**src/rtl/cache_fill_arbiter.sv**
```systemverilog
// Shared main-memory fill controller: arbitrates I/D line-fill misses (D first),
// issues one pipelined read per cycle and steers returned words into the granted cache.
module cache_fill_arbiter #(
    parameter int unsigned LINE_WORDS = 8,
    parameter int unsigned MEM_LAT    = 4,
    parameter int unsigned ADDR_W     = 16
) (
    input  logic                          clk,
    input  logic                          rst,
    input  logic                          i_miss,
    input  logic [ADDR_W-1:0]             i_addr,
    input  logic                          d_miss,
    input  logic [ADDR_W-1:0]             d_addr,
    output logic                          mem_en,
    output logic [ADDR_W-1:0]             mem_addr,
    input  logic                          mem_data_valid,
    input  logic [15:0]                   mem_data,
    output logic                          fill_we,
    output logic                          fill_sel,
    output logic [$clog2(LINE_WORDS)-1:0] fill_word,
    output logic [15:0]                   fill_data,
    output logic                          fill_tag_we,
    output logic                          i_done,
    output logic                          d_done,
    output logic                          busy
);
    localparam int unsigned WORD_W = $clog2(LINE_WORDS);
    localparam int unsigned CNT_W  = WORD_W + 1;
    localparam logic [ADDR_W-1:0] LINE_MASK = ~ADDR_W'(2 * LINE_WORDS - 1);

    typedef enum logic {IDLE, FILL} state_e;

    state_e              state_q, state_d;
    logic                grant_sel_q, grant_sel_d;
    logic [ADDR_W-1:0]   base_addr_q, base_addr_d;
    logic [CNT_W-1:0]    issue_cnt_q, issue_cnt_d;
    logic [WORD_W-1:0]   recv_cnt_q, recv_cnt_d;
    logic                mask_i_q, mask_i_d;
    logic                mask_d_q, mask_d_d;
    logic                req_i, req_d;

    always_comb begin
        state_d     = state_q;
        grant_sel_d = grant_sel_q;
        base_addr_d = base_addr_q;
        issue_cnt_d = issue_cnt_q;
        recv_cnt_d  = recv_cnt_q;
        mask_i_d    = mask_i_q;
        mask_d_d    = mask_d_q;
        mem_en      = 1'b0;
        mem_addr    = '0;
        fill_we     = 1'b0;
        fill_sel    = grant_sel_q;
        fill_word   = '0;
        fill_data   = '0;
        fill_tag_we = 1'b0;
        i_done      = 1'b0;
        d_done      = 1'b0;
        busy        = (state_q == FILL);
        req_d       = d_miss & ~mask_d_q;
        req_i       = i_miss & ~mask_i_q;

        case (state_q)
            IDLE: begin
                mask_i_d = 1'b0;
                mask_d_d = 1'b0;
                if (req_d || req_i) begin
                    state_d     = FILL;
                    grant_sel_d = req_d;
                    base_addr_d = (req_d ? d_addr : i_addr) & LINE_MASK;
                end
            end
            FILL: begin
                if (issue_cnt_q < CNT_W'(LINE_WORDS)) begin
                    mem_en      = 1'b1;
                    mem_addr    = base_addr_q + ADDR_W'({issue_cnt_q, 1'b0});
                    issue_cnt_d = issue_cnt_q + 1'b1;
                end
                if (mem_data_valid) begin
                    fill_we    = 1'b1;
                    fill_word  = recv_cnt_q;
                    fill_data  = mem_data;
                    recv_cnt_d = recv_cnt_q + 1'b1;
                    // Last word: close the line and keep the served side out of the next arbitration.
                    if (recv_cnt_q == WORD_W'(LINE_WORDS - 1)) begin
                        fill_tag_we = 1'b1;
                        i_done      = ~grant_sel_q;
                        d_done      = grant_sel_q;
                        state_d     = IDLE;
                        issue_cnt_d = '0;
                        recv_cnt_d  = '0;
                        mask_i_d    = ~grant_sel_q;
                        mask_d_d    = grant_sel_q;
                    end
                end
            end
            default: state_d = IDLE;
        endcase
    end

    always_ff @(posedge clk) begin
        if (rst) begin
            state_q     <= IDLE;
            grant_sel_q <= 1'b0;
            base_addr_q <= '0;
            issue_cnt_q <= '0;
            recv_cnt_q  <= '0;
            mask_i_q    <= 1'b0;
            mask_d_q    <= 1'b0;
        end else begin
            state_q     <= state_d;
            grant_sel_q <= grant_sel_d;
            base_addr_q <= base_addr_d;
            issue_cnt_q <= issue_cnt_d;
            recv_cnt_q  <= recv_cnt_d;
            mask_i_q    <= mask_i_d;
            mask_d_q    <= mask_d_d;
        end
    end

    // A word can only come back MEM_LAT cycles after its own issue.
    always_ff @(posedge clk) begin
        if (!rst && state_q == FILL && mem_data_valid)
            assert (issue_cnt_q == CNT_W'(LINE_WORDS) ||
                    32'(issue_cnt_q) >= 32'(recv_cnt_q) + MEM_LAT);
    end
endmodule
```
**config.mk**
```make
export PLATFORM = sky130hd
export DESIGN_NAME = cache_fill_arbiter
export DESIGN_NICKNAME = d
export VERILOG_FILES = /design/src/rtl/cache_fill_arbiter.sv
export SDC_FILE = /design/constraint.sdc
export NUM_CORES = 1
export LEC_CHECK = 0
export BUFFER_PORTS_ARGS = -buffer_cell sky130_fd_sc_hd__buf_2
export CAP_MARGIN = 25
export CELL_PAD_IN_SITES_DETAIL_PLACEMENT = 0
export CELL_PAD_IN_SITES_GLOBAL_PLACEMENT = 1
export CORE_MARGIN = 1.5
export CORE_UTILIZATION = 28
export CTS_CLUSTER_DIAMETER = 60
export DETAILED_ROUTE_END_ITERATION = 7
export GPL_ROUTABILITY_DRIVEN = 1
export GPL_TIMING_DRIVEN = 0
export PLACE_DENSITY_LB_ADDON = 0.12
export SLEW_MARGIN = 10
export SYNTH_ARGS = -nofsm -noshare
export SYNTH_HDL_FRONTEND = slang
export SYNTH_SLANG_ARGS = --single-unit
```
**constraint.sdc**
```tcl
create_clock -name clk -period 2.2 [get_ports clk]
set_clock_uncertainty 0.15 [all_clocks]
set_input_delay 0.44 -clock clk [delete_from_list [all_inputs] [get_ports clk]]
set_output_delay 0.44 -clock clk [all_outputs]
set_load 0.05 [all_outputs]
```
==> results.txt <==
Later-pin clock latency in the skew report = 260 ps
Distinct cells, synth = 35
Post-synth net total = 215
Post-DP HPWL = 2800 um
Port Buffers = 85
PwrDens = 526 mW/mm^2
Initial DRC count = 46
Starting Density = 29.0%
Initial antenna violation count = 0
H-tree lvl count = 1
Total Routing Usage GR = 13.9%
Main synth FF type = dfxtp_1
Max-slew violations = 0
CORE AREA = 0.00469 sq mm
Design Power = 1.03 mW
Slew HR = 65.7%
Die W = 72.8 um
Die area = 0.00529 sq mm
Critical path arrival = 1520 ps
Setup repair after global routing missed its margin = false
Die Y = 72.8 um
Ordered cell list for the critical path = ha_2 -> ha_4 -> and3_4 -> and2_2 -> buf_6
Routed WL = 3640 um
Status = complete, no violations
Antenna Nets Post-Route = 0
Worst Tran Pin Value = 515 ps
Synth Area per Inst = 8.62 sq um
FFs w/ async S/R, synth = 0%
Largest net degree at the start of global routing = 14
Crit-path max cell delay = 340 ps
Post-Synthesis Cells = 158
Total iterations of the first detailed-routing run = 4
Ratio of cells with drive above 1 in the final layout = 45.3%
Setup Fix Bufs, Post-CTS = 0
Synth warn = 0
Final Hold Vio Count = 0
Maxcap violations = 0
Crit-path max FO = 6
Maximum vdd drop = 216 uV
Total negative slack = 0 ps
Top cells by area, synth = dfxtp_1, mux2i_1, and3_1
Vias = 1407
HP Class = reg -> reg
Area fraction of the dominant cell type after synthesis = 33.8%
Mapped cell area = 0.00136 sq mm
Reg clk slew, reported paths = 80 ps
Layout Nets = 303
Final Cycle Share = 95.7%
Ant diodes = 0
Synth cell count leaders = dfxtp_1, and3_1, and2_1
EDFF count, synth = 0
Crit path kind = reg -> out
Slowest CP cell = dfxtp_2
Post-route DRC = 0
Final setup viols = 0
CTS tree = built
Count leader, synth = dfxtp_1
Gr ovfl total = 0
Row cnt = 25
Worst EP required = 1610 ps
Hold Slack = 324 ps
Biggest area consumer among synthesized cells = dfxtp_1
Synth-to-Final Area Change = 43.6%
Pleak = 1.03 nW
Vias in the first global route = 1297
Critical Path End Type = output port
Register area share after synthesis = 33.8%
First-pass GRT wire length = 5900 um
FMAX = 475 MHz
# IOs = 95
Gpl congestion = 0.692
Root Buffer = clkbuf_8
CTS Buf Count = 3
CTS max path bufs = 2
Avg WL per Cell = 12.2 um
Clk sinks = 23
Vias/cell = 4.71
Worst setup SP type = register
Fin crit period = 2110 ps
Synth Register Bits = 23
==> placed cells by master, fill, tap and decap left out, types with 4 or more instances in the layout <==
master    count
nand2_1       5
buf_2        80
and3_1       19
clkbuf_4      8
dfxtp_1      21
a21oi_1       6
o22ai_1      12
nand2b_1     15
mux2i_1      13
nor2_1        4
and2_1       15
==> layout make-up <==
cell class                 instances  area (sq um)
sequential                        23           463
clock buffer                       3          41.3
buffer                            12          82.6
fill                             505          2740
tap                               54          67.6
clock inverter                     1          5.00
timing repair buffer              85           458
multi-input combinational        119           832
inverter                           2          7.51
==> sequential cells by signal (all words and copies together), names as in the netlist <==
register,count
base_addr_q,12
mask_i_q,1
recv_cnt_q,3
fill_sel,1
busy,1
mask_d_q,1
issue_cnt_q,4
==> worst paths after layout <==
| kind | start | end | slack [ps] | depth (start not counted) |
|---|---|---|---|---|
| worst min-delay path | recv_cnt_q[1] | recv_cnt_q[1] | 320 | 2 |
| worst max register to register | recv_cnt_q[0] | issue_cnt_q[1] | 810 | 5 |
| worst min register to register | recv_cnt_q[1] | recv_cnt_q[1] | 320 | 2 |
| worst max-delay path | recv_cnt_q[0] | d_done | 90 | 5 |
==> power by group <==
part | total [mW] | internal, mW | switching (mW) | leakage (nW)
Sequential | 0.459 | 0.441 | 0.0176 | 0.189
Clock | 0.266 | 0.126 | 0.140 | 0.0255
Combinational | 0.305 | 0.113 | 0.192 | 0.817
Total | 1.03 | 0.681 | 0.349 | 1.03
==> metrics by stage <==
step	setup WS [ps]	util (%)	std cells	cell area [sq um]
floorplan	-64.4	-	158	1370
global placement	91.1	39.7	297	1860
detailed placement	82.6	39.7	297	1860
CTS	20.3	41.0	300	1920
global route	2.25	41.7	299	1960
finish	93.9	41.7	299	1960
==> logic make-up after synthesis <==
group	share of synthesized area [%]
simple gates	34.2
compound gates	10.6
flops	33.8
buf+inv	7.35
mux	9.55
fa+ha+maj	3.67
other cells	0.275
xor+xnor	0.643
==> worst max-delay path: cells and delay by family, from the launching register on <==
kind,cells,cell delay (ps)
buf+inv,1,150
fa+ha+maj,2,370
simple gates,2,400
flops,1,340
==> routing by layer <==
metal | up-vias | GRT usage (%) | routed length, um
met5 | - | 0 | 0
met4 | 0 | 3.14 | 19
met3 | 2 | 1.93 | 256
met2 | 61 | 24.8 | 1660
met1 | 621 | 17.7 | 1710
li1 | 723 | - | -
==> what timing repair did <==
| item | in CTS | in global routing |
|---|---|---|
| setup endpoints to repair | 12 | 11 |
| pin swaps | 0 | 0 |
| hold buffers | 0 | 0 |
| resized for setup | 9 | 11 |
Note: power is estimated with default switching activity, not from simulation.
